<file path="src/rtl/frame_parity_gen.sv">
// frame_parity_gen: streaming parity generator over a multi-word frame.
// Words enter on a valid/ready handshake; one parity result per frame leaves
// on a second valid/ready handshake together with the word count and an
// overflow flag.
//
// Ports:
//   clk          rising-edge clock
//   rst_n        asynchronous active-low reset
//   in_valid_i   input word valid
//   in_ready_o   block can accept an input word (registered)
//   in_data_i    input word, WIDTH bits
//   in_last_i    final word of the frame
//   mode_i       0 = even parity, 1 = odd parity (sampled on first word)
//   par_valid_o  frame result valid (registered)
//   par_ready_i  downstream accepts the result
//   par_o        parity bit for the frame (registered)
//   par_count_o  words in frame, saturating at MAX_WORDS (registered)
//   par_ovf_o    frame held more than MAX_WORDS words (registered)
module frame_parity_gen #(
   parameter int unsigned WIDTH     = 8,
   parameter int unsigned MAX_WORDS = 16,
   parameter bit          ZERO_QUAL = 1'b0,
   localparam int unsigned CW       = $clog2(MAX_WORDS + 1)
) (
   input  logic             clk,
   input  logic             rst_n,
   input  logic             in_valid_i,
   output logic             in_ready_o,
   input  logic [WIDTH-1:0] in_data_i,
   input  logic             in_last_i,
   input  logic             mode_i,
   output logic             par_valid_o,
   input  logic             par_ready_i,
   output logic             par_o,
   output logic [CW-1:0]    par_count_o,
   output logic             par_ovf_o
);

   typedef enum logic [1:0] {
      IDLE  = 2'd0,
      ACCUM = 2'd1,
      HOLD  = 2'd2
   } state_e;

   state_e          state_q, state_d;
   logic            acc_q, acc_d;
   logic            nz_q, nz_d;
   logic [CW-1:0]   cnt_q, cnt_d;
   logic            ovf_q, ovf_d;
   logic            mode_q, mode_d;
   logic            in_ready_q, in_ready_d;
   logic            par_valid_q, par_valid_d;
   logic            par_q, par_d;

   logic            in_xfer;
   logic            out_xfer;
   logic            word_par;
   logic            word_nz;

   assign in_xfer  = in_valid_i & in_ready_q;
   assign out_xfer = par_valid_q & par_ready_i;
   assign word_par = ^in_data_i;
   assign word_nz  = |in_data_i;

   // State register and registered outputs
   always_ff @(posedge clk or negedge rst_n) begin
      if (!rst_n) begin
         state_q     <= IDLE;
         acc_q       <= 1'b0;
         nz_q        <= 1'b0;
         cnt_q       <= '0;
         ovf_q       <= 1'b0;
         mode_q      <= 1'b0;
         in_ready_q  <= 1'b0;
         par_valid_q <= 1'b0;
         par_q       <= 1'b0;
      end else begin
         state_q     <= state_d;
         acc_q       <= acc_d;
         nz_q        <= nz_d;
         cnt_q       <= cnt_d;
         ovf_q       <= ovf_d;
         mode_q      <= mode_d;
         in_ready_q  <= in_ready_d;
         par_valid_q <= par_valid_d;
         par_q       <= par_d;
      end
   end

   // Next-state and next-output logic
   always_comb begin
      state_d     = state_q;
      acc_d       = acc_q;
      nz_d        = nz_q;
      cnt_d       = cnt_q;
      ovf_d       = ovf_q;
      mode_d      = mode_q;
      in_ready_d  = 1'b0;
      par_valid_d = 1'b0;
      par_d       = 1'b0;

      case (state_q)
         IDLE: begin
            if (in_xfer) begin
               acc_d   = word_par;
               nz_d    = word_nz;
               cnt_d   = CW'(1);
               ovf_d   = 1'b0;
               mode_d  = mode_i;
               state_d = in_last_i ? HOLD : ACCUM;
            end
         end
         ACCUM: begin
            if (in_xfer) begin
               acc_d = acc_q ^ word_par;
               nz_d  = nz_q | word_nz;
               // Extra words still fold into acc/nz; only the count saturates
               if (cnt_q == CW'(MAX_WORDS)) begin
                  ovf_d = 1'b1;
               end else begin
                  cnt_d = cnt_q + CW'(1);
               end
               if (in_last_i) begin
                  state_d = HOLD;
               end
            end
         end
         HOLD: begin
            if (out_xfer) begin
               state_d = IDLE;
            end
         end
         default: begin
            state_d = IDLE;
         end
      endcase

      // Outputs are registered copies of what the next state implies
      in_ready_d  = (state_d != HOLD);
      par_valid_d = (state_d == HOLD);
      par_d       = (ZERO_QUAL && !nz_d) ? 1'b0 : (acc_d ^ mode_d);
   end

   assign in_ready_o  = in_ready_q;
   assign par_valid_o = par_valid_q;
   assign par_o       = par_q;
   assign par_count_o = cnt_q;
   assign par_ovf_o   = ovf_q;

endmodule
</file>
<file path="config.mk">
export PLATFORM = sky130hd
export DESIGN_NAME = frame_parity_gen
export DESIGN_NICKNAME = d
export VERILOG_FILES = /design/src/rtl/frame_parity_gen.sv
export SDC_FILE = /design/constraint.sdc
export NUM_CORES = 1
export LEC_CHECK = 0
export ABC_AREA = 1
export CORE_UTILIZATION = 50
export CTS_CLUSTER_DIAMETER = 120
export DETAILED_ROUTE_END_ITERATION = 6
export PLACE_DENSITY = 0.86
export SLEW_MARGIN = 20
export SYNTH_ARGS = -nofsm -noshare
export SYNTH_HDL_FRONTEND = slang
export SYNTH_SLANG_ARGS = --single-unit
</file>
<file path="constraint.sdc">
create_clock -name clk -period 3.9 [get_ports clk]
set_input_delay 0.585 -clock clk [delete_from_list [all_inputs] [get_ports clk]]
set_output_delay 0.585 -clock clk [all_outputs]
set_load 0.005 [all_outputs]
</file>
# Word-level counts from Yosys, hierarchy flattened
# Cells that the tools add are included.
# word_totals
rom_bits	0
ram_bits	0
latchBits	0
regBits	13
memories	0
inputBits	14
# op_classes
add_sub_neg	1
muxes	19
n_mul	0
reduce_logical	5
div	0
bitwise	4
order_cmp	0
n_eq_ne	9
n_shift	0
# op_table
operator	count
$mux 5	3
$mux 2	5
$ne 2x2->1 const B	5
$pmux 5 s2	1
$reduce_and 4->1	2
$reduce_xor 8->1	1
$mux 1	7
$pmux 2 s3	1
$add 5x1->5 const B	1
$eq 5x5->1 const B	1
$eq 2x2->1 const B	2
$pmux 1 s2	2
$and 1x1->1	2
$eq 2x1->1 const B	1
$logic_not 2->1	1
$reduce_bool 2->1	1
$xor 1x1->1	2

# Depth between registers and ports, before layout
# Gate-level depths: netlist of the first run.
# depth
ltp_word	5
mapped_depth	12
depth_no_buf	12

# Worst setup path before layout of the first run
# OpenSTA, ideal clock, no wires.
# synth_timing
kind	in2reg
startpoint	input in_valid_i
endpoint	register par_q (netlist: par_o)
setup_ns	0.116
path_stages	9
required_ns	3.784
t_arrival_ns	1.262
path_buffers	0
path_slack_ns	2.522
path_cell_list	nand2_2 nor2_4 nand2_4 inv_2 or2_1 o21ai_2 inv_1 nand3_1 nand2_1
# synth_between
elab_chain_cells	4
word_cells_on_any_way	7
classes_between	5 x mux; 2 x bitwise
# synth_rtl
item	line_no	source
start: declaration	27	input logic in_valid_i,
$and 1x1->1	60	assign in_xfer = in_valid_i & in_ready_q;
$mux 1	104	if (in_xfer) begin
$mux 1	102	case (state_q)
via mode_d	50	logic mode_q, mode_d;
$xor 1x1->1	141	par_d = (ZERO_QUAL && !nz_d) ? 1'b0 : (acc_d ^ mode_d);
via par_d	53	logic par_q, par_d;
end signal: assignment	86	par_q <= par_d;
end: declaration	53	
# The timed path passes the listed nets, and every way through them passes these cells.
# A chain may end at the register's enable or synchronous reset.

# Worst setup path after layout of the first run
# layout_timing
startpoint	register cnt_q[2] (netlist: par_count_o[2])
endpoint	output par_count_o[2]
# layout_rtl
item	line_no	source
start: declaration	48	logic [CW-1:0] cnt_q, cnt_d;
start signal: assignment	81	cnt_q <= cnt_d;
end: declaration	35	output logic [CW-1:0] par_count_o,
# No word-level cell between the ends.

==> results.toml, run 1 <==
[synthesis]
synth_area_leaders = "dfrtp_1 38%, nand2_1 16%, inv_1 8.3%"
ys_seq_elements = 13
seq_area_frac_synth_pct = 38.1
synth_area_um2 = 855
synth.distinct_cells = 22
syn_avg_cell_area_um2 = 7.18
syn_inst = 119
netlist.area_leader.share_pct = 38.1
syn_nets = 135
ys_warn_count = 0
yosysTopAreaCell = "dfrtp_1"

[drt]
firstDrtPassIters = 6
first_iter_violations = 8
drt-vias-per-instance = 4.98
wl_met3_um = 60
wl_mm = 1.68
ant_nets = 0
vias = 802
wl_met2_um = 841
m1WireLength_um = 767
route.detailed.drc = 2
top_layer_used = "met4"
wl_per_cell_um = 10.5

[cts]
numCtsBuffers = 3
clockRootBuffer = "clkbuf_4"
post_cts_buffers = 0
clk_pin_slew_ns = 0.07
ctsResizeCount = 0
cts_tree = "yes"
clock_latency_ns = 0.27
clockBufferDepth = 2
clock_sinks = 13
ctsHoldBuffers = 0
htreeDepth = 1

[cells_and_area]
syn2layout_area_growth_pct = 31.2
fillers = 142
fin_nets = 162
drive_above_1_share_pct = 19.3
finalNonFillerCells = 161
diodes = 0

[critical_path]
critPathMaxStageDelay_ns = 0.53
path_cells = "clkdlybuf4s50_1"
critPathLaunchType = "flip-flop"
critPathBufInv = 1
crit_type = "flip-flop to output port"
crit_fanout = 4
slowest_stage = "clkdlybuf4s50_1"
worstPathArrival_ns = 1.22
required_ns = 3.31
critical_path.top_delay_family = "buffers and inverters"
end_kind = "output port"

[global_route]
grt_pass1_vias = 733
grt_pass1_wl_mm = 2.83
grt_max_degree = 14
antenna_found_initial = 0
gr-total-overflow = 0
grt_use_total_pct = 20.1

[placement]
finalWeightedCongestion = 0.784
placed_cells = 157
pre_cts_ws_ns = 1.91
hpwl_mm = 1.43
io_buffers = 22

[outcome]
violations = "DRC"
status = "finished, violations left"

[sta]
setup_violations = 0
fin_setup_tns_ns = 0
fin_hold_ws_ns = 0.515
timing.final.ws_setup_ns = 2.10
slew_violations = 0
clock.fmax_mhz = 556
slew_headroom_pct = 62.7
finalCritPeriodShare_pct = 46.2
hold_violations = 0
rsz0062_at_grt = "no"
worst_slew_pin_slew_ns = 0.557
post-route-min-period_ns = 1.80
fin_skew_ns = 0.00336

[floorplan]
die_area_um2 = 1880
die_width_um = 43.3
row_count = 14
start_util_pct = 54.8
dieHeight_um = 43.3
pin_count = 23
core-area_um2 = 1560

[power_and_ir_drop]
power_density_nw_per_um2 = 531
seqPwrFrac_pct = 37.2
p_leak_nw = 0.584
totalPowerFinal_w = 0.000595
clkPwrFrac_pct = 13.7
switchingPower_w = 0.000239
swShare_pct = 40.1
pwr-share-comb_pct = 49.1
ir_drop_mv = 0.395
p_int_w = 0.000357

[hold_path]
hold_class = "flip-flop to flip-flop"

[job]
drv_cap = 0
==> metal layers <==
metal  GRT usage, %  vias to the layer above
met2           35.2                       18
met4           5.63                        0
met1           24.3                      364
met3           5.42                        2
li1               -                      418
met5              0                        -
==> sequential cells by signal, indices dropped and copies added (netlist names) <==
register and cells:
acc_q 1, in_ready_o 1, mode_q 1, par_count_o 5
par_o 1, par_ovf_o 1, par_valid_o 1, state_q 2
==> cells in the final DEF (no fill, tap or decap), types with 4 or more instances in the layout <==
master	netlist	final
nor2_1	6	6
clkdlybuf4s50_1	0	22
nand3_2	4	4
inv_2	5	5
nand2_1	36	36
nand2_2	9	9
inv_1	19	19
dfrtp_1	13	13
o21ai_0	6	6
==> cells in the mapped netlist (all sizes together) <==
| cell type | instances |
|---|---|
| a21oi | 2 |
| nor3b | 1 |
| nor3 | 2 |
| ha | 2 |
| nand4 | 1 |
| nor2 | 9 |
| nand3 | 7 |
| inv | 25 |
| dfrtp | 13 |
| o221ai | 1 |
| or2 | 1 |
| nand2 | 46 |
| o21ai | 9 |
==> per-stage QoR <==
stage               utilization (%)  area, um^2
floorplan                         -         855
global placement               70.2        1090
detailed placement             70.2        1090
CTS                            71.9        1120
global route                   71.9        1120
finish                         71.9        1120
==> power groups by stage <==
stage | Sequential, W | Combinational [W] | Clock, W
final | 0.000222 | 0.000292 | 0.0000813
after global routing | 0.000226 | 0.000325 | 0.0000876
after CTS | 0.000222 | 0.000294 | 0.0000830
after detailed placement | 0.000225 | 0.000291 | 0
after global placement | 0.000223 | 0.000280 | 0
after floorplan | 0.000223 | 0.000178 | 0
==> cell type report <==
class                      instances  area (um^2)  share of cell area [%]
sequential                        13          325                    29.0
timing repair buffer              22          220                    19.6
multi-input combinational         81          430                    38.4
clock buffer                       4         26.3                    2.34
inverter                          25         98.8                    8.82
tap                               16         20.0                    1.79
==> path summary, 6_finish.rpt <==
path | startpoint | slack, ns | endpoint | depth (start not counted)
worst min register to register | par_ovf_o | 0.51 | par_ovf_o | 2
worst max-delay path | par_count_o[2] | 2.10 | par_count_o[2] | 1
max in group asynchronous | rst_n | 2.86 | par_o | 1
worst max register to register | par_count_o[0] | 2.45 | par_count_o[4] | 9
min in group asynchronous | rst_n | 0.67 | in_ready_o | 1
worst min-delay path | par_ovf_o | 0.51 | par_ovf_o | 2
==> kinds of logic (layout without fill, tap and decap cells) <==
kind of cell               after synthesis  count (layout)  synth area share [%]
adders and majority gates                2               2                  2.93
buffers and inverters                   25              51                  11.6
AOI/OAI and AO/OA                       12              12                  8.35
DFF                                     13              13                  38.1
and+or+nand+nor                         67              67                  39.1
(Power assumes the default switching activity.)
==> run 2: changes to the inputs <==
--- a/config.mk
+++ b/config.mk
@@ -6,10 +6,10 @@
 export NUM_CORES = 1
 export LEC_CHECK = 0
 export ABC_AREA = 1
-export CORE_UTILIZATION = 50
+export CORE_UTILIZATION = 42
 export CTS_CLUSTER_DIAMETER = 120
 export DETAILED_ROUTE_END_ITERATION = 6
-export PLACE_DENSITY = 0.86
+export PLACE_DENSITY = 0.78
 export SLEW_MARGIN = 20
 export SYNTH_ARGS = -nofsm -noshare
 export SYNTH_HDL_FRONTEND = slang
==> constraint.sdc (replaced) <==
create_clock -name clk -period 1.5 [get_ports clk]
set_input_delay 0.225 -clock clk [delete_from_list [all_inputs] [get_ports clk]]
set_output_delay 0.225 -clock clk [all_outputs]
set_load 0.005 [all_outputs]
==> run 2 against run 1 <==
  * The flow now finishes without violations
  * Sequential power grew to 2.6 times the previous value
  * Setup slack worse by 2.0 ns
  * Count of clock-buffer cells in the layout did not move
  * Sequential cell count stayed put
  * Core utilization fell by 6.5 points
  * Largest cell class unchanged
  * Critical path depth is the same
  * Die area increased by 18%
==> results.toml, run 2 (synthesis gave the netlist of run 1 again) <==
[floorplan]
row_count = 15
die_area_um2 = 2220
die_width_um = 47.1
dieHeight_um = 47.1
start_util_pct = 46.9
pin_count = 23
core-area_um2 = 1820

[power_and_ir_drop]
p_leak_nw = 0.622
power_density_nw_per_um2 = 1390
totalPowerFinal_w = 0.00165
ir_drop_mv = 0.562

[cells_and_area]
layout_common_cells = "36 x nand2_1, 22 x clkdlybuf4s50_1, 18 x inv_1"
seq_area_um2 = 325
drive_above_1_share_pct = 24.3
layout_commonest_cell = "nand2_1"
finalNonFillerCells = 177
syn2layout_area_growth_pct = 39.2
diodes = 0
largest_register_ffs = 5
fin_nets = 169
fillers = 162
multi_input_area_um2 = 435

[cts]
clockBufferDepth = 2
htreeDepth = 1
ctsHoldBuffers = 0
clock_latency_ns = 0.28
clockRootBuffer = "clkbuf_4"
cts_tree = "yes"
clock_sinks = 13
clk_pin_slew_ns = 0.08
numCtsBuffers = 3

[global_route]
antenna_found_initial = 0
grt_max_degree = 14
grt_pass1_wl_mm = 3.04
gr-total-overflow = 0
grt_use_total_pct = 19.7
grt_pass1_vias = 774

[drt]
drt-vias-per-instance = 4.76
vias = 842
wl_mm = 1.78
firstDrtPassIters = 4
ant_nets = 0
first_iter_violations = 16
route.detailed.drc = 0
wl_per_cell_um = 10.1

[placement]
pre_cts_ws_ns = -0.102
finalWeightedCongestion = 0.783
hpwl_mm = 1.43
io_buffers = 22
placed_cells = 171

[outcome]
status = "complete, no violations"

[critical_path]
critPathBufInv = 1
required_ns = 1.27
path_cells = "clkdlybuf4s50_1"
crit_type = "flip-flop to output port"
end_kind = "output port"
critical_path.top_delay_family = "buffers and inverters"
crit_fanout = 4
slowest_stage = "clkdlybuf4s50_1"
worstPathArrival_ns = 1.21
critPathMaxStageDelay_ns = 0.52
critPathLaunchType = "flip-flop"

[sta]
slew_violations = 0
timing.final.ws_setup_ns = 0.0607
slew_headroom_pct = 78.1
hold_violations = 0
worst_slew_pin_slew_ns = 0.329
setup_violations = 0
clock.fmax_mhz = 695
post-route-min-period_ns = 1.44
finalCritPeriodShare_pct = 96.0
fin_skew_ns = 0.00185
rsz0062_at_grt = "no"

[job]
drv_cap = 0

[hold_path]
hold_class = "input pin to asynchronous set/reset pin"
-- run 2: timing repair --
item / 4_1_cts / 5_1_grt
gates resized for setup: 0 / 2
buffers inserted: 0 / 2
endpoints found under the setup margin: 0 / 5
-- run 2: layer usage --
| layer | global-route usage [%] | share of wire, % | wire, um | up-vias |
|---|---|---|---|---|
| met2 | 36.7 | 54 | 965 | 27 |
| li1 | - | - | - | 433 |
| met1 | 22.4 | 40 | 717 | 377 |
| met5 | 0 | 0 | 0 | - |
| met3 | 2.31 | 3.1 | 56 | 5 |
| met4 | 8.57 | 2.4 | 43 | 0 |
-- run 2: where the power goes --
part | internal, W | switching, W | total, W
Clock | 0.000103 | 0.000116 | 0.000220
Sequential | 0.000478 | 0.000107 | 0.000585
Combinational | 0.000415 | 0.000433 | 0.000847
-- run 2: layout make-up --
| cell class | instances | share of cell area [%] |
|---|---|---|
| tap | 25 | 2.63 |
| timing repair buffer | 29 | 22.9 |
| clock buffer | 4 | 2.21 |
| sequential | 13 | 27.3 |
| inverter | 25 | 8.31 |
| multi-input combinational | 81 | 36.6 |
-- run 2: stage by stage --
| stage | area [um^2] | hold slack, ns | util [%] | TNS (ns) |
|---|---|---|---|---|
| after CTS | 1170 | 0.248 | 64.3 | 0 |
| final | 1190 | 0.241 | 65.4 | 0 |
| after floorplan | 855 | -0.0706 | - | 0 |
| after global placement | 1140 | 0.491 | 62.8 | -0.0537 |
| after detailed placement | 1140 | 0.500 | 62.8 | -0.199 |
| after global routing | 1190 | 0.275 | 65.4 | 0 |
-- run 2: worst paths after layout --
check	start	endpoint	slack, ns	cells past startpoint
max	par_count_o[0]	par_count_o[0]	0.06	1
min	rst_n	par_count_o[2]	0.24	2
max reg2reg	par_count_o[1]	par_count_o[2]	0.14	10
min reg2reg	par_ovf_o	par_ovf_o	0.51	2
max in group asynchronous	rst_n	par_valid_o	1.10	2
min in group clk	par_ovf_o	par_ovf_o	0.51	2
